<file path="config.mk">
export PLATFORM = sky130hd
export DESIGN_NAME = fwd_hazard_scoreboard
export DESIGN_NICKNAME = d
export VERILOG_FILES = /design/src/rtl/cpu_pipe_pkg.sv /design/src/rtl/fwd_match_lane.sv /design/src/rtl/fwd_hazard_scoreboard.sv
export SDC_FILE = /design/constraint.sdc
export NUM_CORES = 1
export LEC_CHECK = 0
export ABC_CLOCK_PERIOD_IN_PS = 2400
export BUFFER_PORTS_ARGS = -buffer_cell sky130_fd_sc_hd__buf_4
export CAP_MARGIN = 20
export CORE_MARGIN = 2
export CORE_UTILIZATION = 55
export DETAILED_ROUTE_END_ITERATION = 12
export GPL_TIMING_DRIVEN = 1
export PLACE_DENSITY = 0.86
export SYNTH_ARGS = -nofsm -noshare
export SYNTH_HDL_FRONTEND = slang
export SYNTH_SLANG_ARGS = --single-unit
</file>
<file path="constraint.sdc">
create_clock -name clk -period 2.4 [get_ports clk]
set_input_delay 0.12 -clock clk [delete_from_list [all_inputs] [get_ports clk]]
set_output_delay 0.12 -clock clk [all_outputs]
set_load 0.03 [all_outputs]
</file>
<file path="src/rtl/cpu_pipe_pkg.sv">
// Shared pipeline-entry layout and helpers for the forwarding/hazard scoreboard.
// Entry packs LSB-first as {store_reg, dest, flags}; stage 0 sits at the LSB end of the flattened array.
package cpu_pipe_pkg;

    localparam int FWD_SEL_RF = 0;

    typedef struct packed {
        logic memwrite;
        logic memread;
        logic regwrite;
        logic valid;
    } ent_flags_t;

    localparam int ENT_FLAG_W   = $bits(ent_flags_t);
    localparam int ENT_DEST_LSB = ENT_FLAG_W;

    function automatic int ent_w(input int reg_w);
        return ENT_FLAG_W + 2 * reg_w;
    endfunction

    function automatic int store_lsb(input int reg_w);
        return ENT_FLAG_W + reg_w;
    endfunction

    function automatic int sel_w(input int fwd_depth);
        return $clog2(fwd_depth + 1);
    endfunction

    // A hard-wired r0 must never look like a producer.
    function automatic logic can_write(input ent_flags_t f, input logic dest_zero,
                                       input logic zero_hard);
        return f.valid && f.regwrite && !(zero_hard && dest_zero);
    endfunction

endpackage

</file>
<file path="src/rtl/fwd_match_lane.sv">
// One operand's bypass select: youngest write-capable stage whose dest matches the EX source.
// Latency: combinational; backpressure: none (pure decode of registered state).
module fwd_match_lane
    import cpu_pipe_pkg::*;
#(
    parameter int REG_W     = 4,
    parameter int FWD_DEPTH = 2,
    parameter int ZERO_HARD = 1,
    localparam int ENT_W    = ent_w(REG_W),
    localparam int SEL_W    = sel_w(FWD_DEPTH)
) (
    input  logic [REG_W-1:0]               src_i,
    input  logic [(FWD_DEPTH+1)*ENT_W-1:0] stages_i,
    output logic [SEL_W-1:0]               sel_o
);

    ent_flags_t       flg  [FWD_DEPTH+1];
    logic [REG_W-1:0] dst  [FWD_DEPTH+1];
    logic             wcap [FWD_DEPTH+1];
    logic             unused_lane_bits;

    for (genvar g = 0; g <= FWD_DEPTH; g++) begin : g_unp
        assign flg[g]  = ent_flags_t'(stages_i[g*ENT_W +: ENT_FLAG_W]);
        assign dst[g]  = stages_i[g*ENT_W + ENT_DEST_LSB +: REG_W];
        assign wcap[g] = can_write(flg[g], dst[g] == '0, ZERO_HARD != 0);
    end

    assign unused_lane_bits = ^stages_i;

    // Scan oldest to youngest so the nearest producer overwrites older hits.
    always_comb begin
        sel_o = SEL_W'(FWD_SEL_RF);
        if (flg[0].valid) begin
            for (int i = FWD_DEPTH; i >= 1; i--) begin
                if (wcap[i] && dst[i] == src_i) begin
                    sel_o = SEL_W'(i);
                end
            end
        end
    end

endmodule

</file>
<file path="src/rtl/fwd_hazard_scoreboard.sv">
// Tracks in-flight destinations EX..last write stage; drives operand bypass, load-use stall, store-data forward.
// Latency: outputs combinational from registered stages; backpressure: stall holds ID and bubbles EX.
module fwd_hazard_scoreboard
    import cpu_pipe_pkg::*;
#(
    parameter int REG_W     = 4,
    parameter int NUM_SRC   = 2,
    parameter int FWD_DEPTH = 2,
    parameter int LOAD_LAT  = 1,
    parameter int ZERO_HARD = 1,
    parameter int CNT_W     = 16,
    localparam int SEL_W    = sel_w(FWD_DEPTH),
    localparam int ENT_W    = ent_w(REG_W)
) (
    input  logic                     clk,
    input  logic                     rst,
    input  logic                     id_valid,
    input  logic [REG_W-1:0]         id_dest,
    input  logic                     id_regwrite,
    input  logic                     id_memread,
    input  logic                     id_memwrite,
    input  logic [NUM_SRC*REG_W-1:0] id_src,
    input  logic                     flush,
    output logic                     stall,
    output logic [NUM_SRC*SEL_W-1:0] fwd_sel,
    output logic                     fwd_store,
    output logic [CNT_W-1:0]         stall_cnt,
    output logic [CNT_W-1:0]         fwd_cnt
);

    localparam int STORE_SRC = (NUM_SRC > 1) ? 1 : 0;
    localparam int STO_LSB   = store_lsb(REG_W);

    logic [(FWD_DEPTH+1)*ENT_W-1:0] stages_q, stages_d;
    logic [NUM_SRC*REG_W-1:0]       ex_src_q, ex_src_d;
    logic [CNT_W-1:0]               stall_cnt_q, stall_cnt_d;
    logic [CNT_W-1:0]               fwd_cnt_q, fwd_cnt_d;
    logic [ENT_W-1:0]               new_ent;
    logic                           issue;
    logic                           load_hit;
    logic                           unused_stage_bits;

    ent_flags_t       flg  [FWD_DEPTH+1];
    logic [REG_W-1:0] dst  [FWD_DEPTH+1];
    logic [REG_W-1:0] sto  [FWD_DEPTH+1];
    logic             wcap [FWD_DEPTH+1];

    for (genvar g = 0; g <= FWD_DEPTH; g++) begin : g_unp
        assign flg[g]  = ent_flags_t'(stages_q[g*ENT_W +: ENT_FLAG_W]);
        assign dst[g]  = stages_q[g*ENT_W + ENT_DEST_LSB +: REG_W];
        assign sto[g]  = stages_q[g*ENT_W + STO_LSB +: REG_W];
        assign wcap[g] = can_write(flg[g], dst[g] == '0, ZERO_HARD != 0);
    end

    assign unused_stage_bits = ^stages_q;

    for (genvar k = 0; k < NUM_SRC; k++) begin : g_lane
        fwd_match_lane #(
            .REG_W     (REG_W),
            .FWD_DEPTH (FWD_DEPTH),
            .ZERO_HARD (ZERO_HARD)
        ) u_lane (
            .src_i    (ex_src_q[k*REG_W +: REG_W]),
            .stages_i (stages_q),
            .sel_o    (fwd_sel[k*SEL_W +: SEL_W])
        );
    end

    // A load still within LOAD_LAT of EX cannot supply its value to the issuing instruction.
    always_comb begin
        load_hit = 1'b0;
        for (int i = 0; i < LOAD_LAT; i++) begin
            for (int k = 0; k < NUM_SRC; k++) begin
                if (wcap[i] && flg[i].memread && dst[i] == id_src[k*REG_W +: REG_W]) begin
                    load_hit = 1'b1;
                end
            end
        end
    end

    assign stall = id_valid && !flush && load_hit;
    assign issue = id_valid && !flush && !load_hit;

    if (FWD_DEPTH >= 2) begin : g_store_fwd
        assign fwd_store = flg[1].valid && flg[1].memwrite && wcap[2] && dst[2] == sto[1];
    end else begin : g_no_store_fwd
        assign fwd_store = 1'b0;
    end

    always_comb begin
        new_ent = '0;
        if (issue) begin
            new_ent = {id_src[STORE_SRC*REG_W +: REG_W], id_dest,
                       ent_flags_t'({id_memwrite, id_memread, id_regwrite, 1'b1})};
        end
        stages_d = {stages_q[FWD_DEPTH*ENT_W-1:0], new_ent};
        ex_src_d = issue ? id_src : ex_src_q;

        stall_cnt_d = stall_cnt_q;
        if (stall && stall_cnt_q != '1) begin
            stall_cnt_d = stall_cnt_q + CNT_W'(1);
        end
        fwd_cnt_d = fwd_cnt_q;
        if ((|fwd_sel || fwd_store) && fwd_cnt_q != '1) begin
            fwd_cnt_d = fwd_cnt_q + CNT_W'(1);
        end
    end

    always_ff @(posedge clk) begin
        if (rst) begin
            stages_q    <= '0;
            ex_src_q    <= '0;
            stall_cnt_q <= '0;
            fwd_cnt_q   <= '0;
        end else begin
            stages_q    <= stages_d;
            ex_src_q    <= ex_src_d;
            stall_cnt_q <= stall_cnt_d;
            fwd_cnt_q   <= fwd_cnt_d;
        end
    end

    assign stall_cnt = stall_cnt_q;
    assign fwd_cnt   = fwd_cnt_q;

endmodule

</file>
==> results.md, run 1 <==
- For this run, the slowest stage of the critical path takes 570 ps.
- The clock period could shrink to 2225 ps.
- The internal power summed over all cells is 1726 uW.
- OpenSTA, run right after detailed placement, puts the worst setup slack at 221.2 ps.
- In the final layout, the share of cells above drive strength 1 is 0.2211.
- The mux share of post-synthesis cell area is 0.04808.
- Across all hold checks on the routed design, the worst slack comes to 3.917 ps.
- The number of setup buffers added after CTS is 0.
- The register share of total power is 0.529.
- Of the available clock period, the critical path in the final layout requires 0.9271.
- The final net count is 414.
- The die is 77.77 um tall.
- The relative max-transition margin is 0.6029.
- The overall fraction of global-route tracks in use is 0.2258.
- The capture point of the worst path is fwd_cnt[8]$_SDFFE_PP0P_.
- The floorplan has 26 rows.
- The floorplan step defined a core boundary enclosing 0.005172 mm2.
- The worst setup path is captured at a flip-flop.
- The first element of the critical path is stages_q[16]$_SDFF_PP0_.
- After synthesis, the largest family of logic cells by area is simple AND/OR/NAND/NOR gates.
- Adding up every negative setup slack in the final design gives 0 ps.
- The post-place instance area is 0.003492 mm2.
- The sum of net half-perimeters after detailed placement is 4718 um.
- The routed length on met2 is 3186 um.
- Clock tree synthesis found a total of 69 sinks.
- The areal power density over the cells is 590.4 mW/mm2.
- The cell seen most often among critical-path stages is or4_1.
- Once layout is done, the placed cells without fillers occupy 0.003775 mm2.
- The total standard cell area after synthesis is 0.002993 mm2.
- The clock-pin slew reported for the worst setup and hold paths after clock tree synthesis is 70 ps.
- The standard cell with the maximum stage delay on the critical path is or4_1.
- The post-synthesis simple-gate area fraction is 0.2642.
- The critical path data required time is 2670 ps.
- Routed signal wires occupy layers up through met4.
- The clock insertion delay at the later pin of the skew report is 340 ps.
- The proportion of synthesized chip area in sequential cells is 0.4615.
- The overall die width is 77.77 um.
- Synthesis produced a netlist with a net count of 344.
- The total vias in the final route is 2566.
- Entering global routing, the biggest net connects 35 pins.
- Static timing analysis puts the maximum clock frequency at 449.4 MHz.
- The full die area is 0.006047 mm2.
- The largest fanout of any net on the critical path is 11.
- The antenna violation net count after detailed routing is 0.
- The residual DRC count is 0.
- The post-synthesis register bit count is 69.
- The buffer type at the clock tree root is clkbuf_8.
- For this run, the leading register cell type out of synthesis is dfxtp_1.
- Of the total synthesized cell area, the portion taken by full adders, half adders and majority gates is 0.008361.
- CTS built an H-tree with a depth of 3.
- At the end of routability-driven placement, the weighted congestion stood at 0.7976.
- Counting cells, the worst reg-to-reg path comes to 7.
- The share of the synthesized area in compound gates (AO/OA/AOI/OAI) is 0.08988.
- The worst-margin pin slew is 593.4 ps.
- The wire length on met3 is 310 um.
- Pin placement for this block handled 57 I/O pins.
- Setup repair after global routing left no endpoint under its margin.
- Synthesis instantiated 35 different standard cells from the library.
- STA classifies the critical path startpoint as a flip-flop.
- Setup slack closes at 175.0 ps.
- No sink is reached through more buffers than the 2 on the longest clock path.
- The clock share of power is 0.417.
- Dividing the detail-routed wire length by the instance count gives 14.05 um.
- For this configuration, the core starts out at a cell density of 0.5786.
- The number of enable-type register cells in the synthesized netlist is 0.
- The residual overflow from global routing is 0.
- Setup violations remaining at the end of the flow were counted as 0.
- After detailed routing, the number of vias per cell comes to 5.483.
- The number of violations reported at the end of detailed-routing iteration 0 is 110.
- The via count of the first global-routing pass is 2405.
- The count of buffers from port buffering is 56.
- The run finished with clean final reports.
- For this run, the detailed router's first-pass iteration total came to 4.
- The area growth from synthesis to layout is 26.13%.
- The initial antenna violation count is 0.
- The worst register-to-register path has a setup slack of 170 ps.
- The count of mapped cells out of synthesis is 323.
- The wire length on met1 is 2933 um.
- The number of pins with negative max-slew slack in the final report is 0.
- The total number of yosys warnings is 0.
- Max-cap violations in this run came to 0.
- The type of the most critical hold path is input port to flip-flop.
- The post-route clock skew is 10.03 ps.
- The worst setup path is of the flip-flop to flip-flop kind.
- The endpoint arrival time on the critical path is 2500 ps.
- Across the VDD grid, the largest voltage drop is 380.0 uV.
- 0 antenna diodes ended up in the layout.
- The analysis attributes to cell leakage a power of 0.001533 uW.
- After synthesis, the share of flip-flops with an asynchronous set or reset is 0.
- The launching point of the worst reg2reg path is stages_q[16]$_SDFF_PP0_.
- Of the total power, the share spent switching nets is 0.2254.
- The total design power is 2229 uW.
- The mean instance size in the synthesized netlist is 9.266 um2.
- The number of buffers inserted during clock tree synthesis is 9.
- The share of the synthesized netlist area taken by xor and xnor gates is 0.1024.
- The TritonCTS clock tree is done.
- Of the total power, combinational logic draws 0.054.
- The worst register-to-register path ends at fwd_cnt[8]$_SDFFE_PP0P_.
- Traced cell by cell, the critical path runs through or4_1, nand3_1, o211a_2, o41ai_4, buf_4, or4_1, a21oi_1.
- The analysis attributes to net switching a power of 502.3 uW.
- The count of endpoints failing hold in the final timing report is 0.
- The first global-routing pass estimated 11010 um of wire.
- The sum of routed wire length over all layers is 6574 um.
## synthesized netlist by cell type, types with 5 or more instances
master	instances	area share
a21oi_1	20	0.033
o21ai_1	9	0.015
dfxtp_1	69	0.46
nand3_1	16	0.027
xnor2_1	15	0.044
nor2_1	30	0.038
o21ai_0	6	0.010
nand4_1	11	0.023
nand2_1	14	0.018
or4_1	7	0.018
inv_1	5	0.0063
mux2i_1	11	0.037
nor2b_1	20	0.042
or3_1	15	0.031
o31ai_1	5	0.013
nor4_1	8	0.017
clkbuf_1	7	0.0088
and2_1	11	0.023
xor2_1	20	0.059
## final cells by class
class                   count  area, um2
multi-input cells         238       1548
fillers                   380       1398
well taps                  70      87.58
clock inverters             6      62.56
clock buffers              10      137.6
inverters                   6      22.52
repair buffers             69      535.5
flip-flops and latches     69       1381
## cells in the final DEF (no fill, tap or decap), types with 3 or more instances in the layout
master / netlist / layout
buf_4: 0 / 62
clkbuf_8: 0 / 10
xor2_1: 20 / 20
a21oi_1: 20 / 20
and2_1: 11 / 11
nor4_1: 8 / 7
or3_1: 15 / 15
o21ai_1: 9 / 9
o31ai_1: 5 / 5
or4_1: 7 / 7
inv_1: 5 / 5
nand3_1: 16 / 16
nor2b_1: 20 / 20
nand2_1: 14 / 14
o21ai_0: 6 / 6
xnor2_1: 15 / 15
and3_1: 3 / 3
nor2_1: 30 / 30
nand4_1: 11 / 11
mux2i_1: 11 / 11
nor4_2: 2 / 3
dlygate4sd3_1: 0 / 7
clkinvlp_4: 0 / 3
dfxtp_1: 69 / 69
## stage by stage
step / util / instances
after global placement: 0.6751 / 445
after detailed placement: 0.6751 / 445
after CTS: 0.7274 / 468
final: 0.7298 / 468
after global routing: 0.7298 / 468
after floorplan: - / 323
## sequential cells by signal, summed over array words and instances, names as in the netlist
register   cells
ex_src_q       8
fwd_cnt       16
stall_cnt     16
stages_q      29
## worst min path at each step
stage | slack, ps | cells after the start | end | startpoint
floorplan | 240 | 1 | stages_q[10]$_SDFF_PP0_ | id_src[6]
global placement | 320 | 2 | stages_q[2]$_SDFF_PP0_ | id_memread
detailed placement | 320 | 2 | stages_q[6]$_SDFF_PP0_ | id_dest[2]
CTS | 3 | 2 | stages_q[5]$_SDFF_PP0_ | id_dest[1]
global route | 2 | 2 | stages_q[5]$_SDFF_PP0_ | id_dest[1]
finish | 4 | 2 | stages_q[5]$_SDFF_PP0_ | id_dest[1]
## layer usage
metal | vias up | GRT usage
li1 | 1281 | -
met1 | 1208 | 0.2766
met2 | 63 | 0.3784
met3 | 14 | 0.05116
met4 | 0 | 0.09821
met5 | - | 0
## cell families (layout without fill, tap and decap cells)
| logic type | after synthesis | after routing |
|---|---|---|
| AOI/OAI and AO/OA | 44 | 44 |
| xor gates and xnor gates | 35 | 35 |
| adders and majority gates | 2 | 2 |
| buffers and inverters | 16 | 91 |
| DFF | 69 | 69 |
| muxes | 14 | 14 |
| and+or+nand+nor | 143 | 143 |
## power groups by stage
stage          clock network (uW)  logic (uW)  registers (uW)
2_1_floorplan                   0        66.5            1200
3_3_place_gp                    0         105            1200
3_5_place_dp                    0         109            1200
4_1_cts                       948         119            1180
5_1_grt                       995         132            1180
6_report                      930         120            1180
## critical path, delay by kind of cell, from the launching register on
| kind | cells | cell delay (ps) |
|---|---|---|
| simple gates | 3 | 1100 |
| compound gates | 3 | 510 |
| flops | 1 | 340 |
| buf+inv | 1 | 200 |
## repair_timing
item / CTS / global route
hold buffers: 7 / 0
setup endpoints to repair: 0 / 3
gates resized for setup: 0 / 2
endpoints found under the hold margin: 7 / 0
(Power assumes the default switching activity.)
==> inputs of run 2 (changes only) <==
--- a/config.mk
+++ b/config.mk
@@ -5,7 +5,7 @@
 export SDC_FILE = /design/constraint.sdc
 export NUM_CORES = 1
 export LEC_CHECK = 0
-export ABC_CLOCK_PERIOD_IN_PS = 2400
+export ABC_CLOCK_PERIOD_IN_PS = 2280
 export BUFFER_PORTS_ARGS = -buffer_cell sky130_fd_sc_hd__buf_4
 export CAP_MARGIN = 20
 export CORE_MARGIN = 2
==> constraint.sdc (replaced) <==
create_clock -name clk -period 2.28 [get_ports clk]
set_input_delay 0.114 -clock clk [delete_from_list [all_inputs] [get_ports clk]]
set_output_delay 0.114 -clock clk [all_outputs]
set_load 0.03 [all_outputs]
==> results.md, run 2 (synthesis results as in run 1) <==
- The largest voltage drop on the vdd net is 343.1 uV.
- In the layout the commonest cells are 66 x dfxtp_1, 66 x buf_4, 30 x nor2_1.
- The starting utilization of the core area is 0.5786.
- Pin placement for this block handled 57 I/O pins.
- For this run, the share of the core covered by cells in the final layout is 0.7571.
- The post-route clock skew is 11.32 ps.
- The sum of net half-perimeters after detailed placement is 4780 um.
- The final period demand of the worst path is 2187 ps.
- The congestion estimate from routability-driven global placement came to 0.8367.
- The largest fanout of any net on the critical path is 8.
- The static leakage power is 0.001587 uW.
- The clock insertion delay at the later pin of the skew report is 350 ps.
- The count of endpoints failing hold in the final timing report is 0.
- In this run the core area contains 26 standard-cell rows.
- The pre-antenna-repair detailed-routing pass consisted of 4 iterations.
- The register with the most flip-flops in the layout has 29 of them.
- The share of total power dissipated in sequential elements is 0.529.
- In this run the worst hold path is classified as input port to flip-flop.
- The count of buffers from port buffering is 56.
- The post-CTS setup buffer count is 0.
- The routed design has 6847 um of wire.
- Summing over every cut layer, the via total after detailed routing is 2614.
- The area used by multi-input combinational logic is 0.001618 mm2.
- The relative max-transition margin is 0.6198.
- The overall die width is 77.77 um.
- The tool flagged a number of max-cap violations equal to 0.
- The full die area is 0.006047 mm2.
- Setup repair after global routing could not meet its margin everywhere.
- The peak clock frequency supported by timing is 457.2 MHz.
- The buffer type at the clock tree root is clkbuf_8.
- The kind of critical path is flip-flop to flip-flop.
- The TritonCTS clock tree is done.
- The run finished with clean final reports.
- Data on the critical path arrives at its endpoint at 2460 ps.
- Across the whole layout, storage elements account for 0.001385 mm2.
- Summing internal, switching and leakage power gives 2343 uW.
- The areal power density over the cells is 598.2 mW/mm2.
- The repair_antennas step left the layout with diodes totalling 0.
- The clock passes through at most 2 buffers.
- Dividing the final minimum period by the clock period gives 0.9593.
- The area growth from synthesis to final layout is 30.85%.
- The residual overflow from global routing is 0.
- The overall fraction of global-route tracks in use is 0.2393.
- Summed over all failing endpoints, the final setup total negative slack is 0 ps.
- The number of levels the H-tree was split into is 3.
- TritonCTS created 9 clock buffers.
- The number of pins with negative max-slew slack in the final report was 0.
- The logic gate share of total power is 0.060.
- In the routed layout, each cell is associated on average with a via count of 5.503.
- After the first detailed-routing iteration, the DRC count stood at 153.
- STA classifies the critical path startpoint as a flip-flop.
- The net switching share of the total power is 0.2280.
- The share of layout cells above drive strength 1 is 0.2519.
- stages_q holds more flip-flops than any other register.
- The initial antenna violation count is 0.
- The largest net degree at the start of global routing is 52.
- The region available for standard cell placement spans 0.005172 mm2.
- In the final routed layout, each cell accounts on average for 14.41 um.
- The internal power of the cells totals 1809 uW.
- After filler insertion, the fill cell instance count of the layout stands at 351.
- The residual DRC count is 0.
- The total number of clock tree sinks is 69.
- The count of nets left with antenna violations once routing finished came out at 0.
- For the pin with the worst max-slew slack, the measured transition is 568.3 ps.
- Clock-pin slew was measured on the worst setup and hold paths at 70 ps.
- The via count of the first global-routing pass came to 2583.
- At the end of the flow, the number of nets in the layout was 421.
- The power dissipated by switching net loads is 534.1 uW.
- The clock share of power is 0.410.
- The global-route wire length before repair is 11470 um.
- STA classifies the critical path endpoint as a flip-flop.
- Setup violations remaining at the end of the flow were counted as 0.
- The die is 77.77 um tall.
- The critical path data required time is 2550 ps.
run 2: cell types whose count changed in the layout (fill, tap and decap cells not counted), sizes merged:
cell / change
clkbuf: +4
buf: +5
clkinv: -2
bufinv: -1
dlygate4sd3: +2
clkinvlp: -1
run 2: final timing paths:
kind,startpoint,slack (ps),to,depth (start not counted)
max,stages_q[5]$_SDFF_PP0_,90,stall_cnt[14]$_SDFFE_PP0P_,7
min,id_src[4],20,stages_q[8]$_SDFF_PP0_,2
max reg2reg,stages_q[5]$_SDFF_PP0_,90,stall_cnt[14]$_SDFFE_PP0P_,7
min reg2reg,stages_q[9]$_SDFF_PP0_,440,stages_q[21]$_SDFF_PP0_,1
run 2: layout make-up:
class,count,share of cell area
Multi-Input combinational cell,238,0.4131
Sequential cell,69,0.3537
Timing Repair Buffer,76,0.1546
Clock buffer,14,0.04665
Tap cell,70,0.02236
Inverter,6,0.005751
Clock inverter,2,0.003834
run 2: critical path, stage by stage, from the launching register on:
cell,delay [ps]
dfxtp_1,420
xor2_1,120
nor4_1,450
o2111ai_2,220
inv_2,110
nand2_1,140
or4_1,500
a21oi_1,150
run 2: metrics by stage:
| stage | instances | hold slack [ps] | area (um2) | setup slack [ps] |
|---|---|---|---|---|
| 3_3_place_gp | 450 | 317.0 | 3551 | 124.9 |
| 2_1_floorplan | 323 | 235.7 | 3002 | 42.90 |
| 4_1_cts | 475 | 5.504 | 3839 | 27.24 |
| 3_5_place_dp | 450 | 319.4 | 3551 | 56.28 |
| 5_1_grt | 475 | 11.33 | 3916 | -26.53 |
| 6_report | 475 | 23.04 | 3916 | 92.76 |
run 2: routing by layer:
metal	track usage	wire [um]
met2	0.4017	3384
met1	0.2824	2966
met4	0.09643	98
met3	0.07558	398
met5	0	0
run 2: power by group through the flow:
| stage | Clock, uW | Combinational, uW | Sequential (uW) |
|---|---|---|---|
| 3_3_place_gp | 0 | 112 | 1270 |
| 5_1_grt | 1030 | 153 | 1240 |
| 6_report | 961 | 141 | 1240 |
| 3_5_place_dp | 0 | 117 | 1270 |
| 2_1_floorplan | 0 | 70.7 | 1260 |
| 4_1_cts | 978 | 130 | 1240 |
run 2: what timing repair did:
action	CTS	global route
gates resized for setup	0	15
setup endpoints to repair	0	11
hold buffers	9	0
hold endpoints to repair	9	0
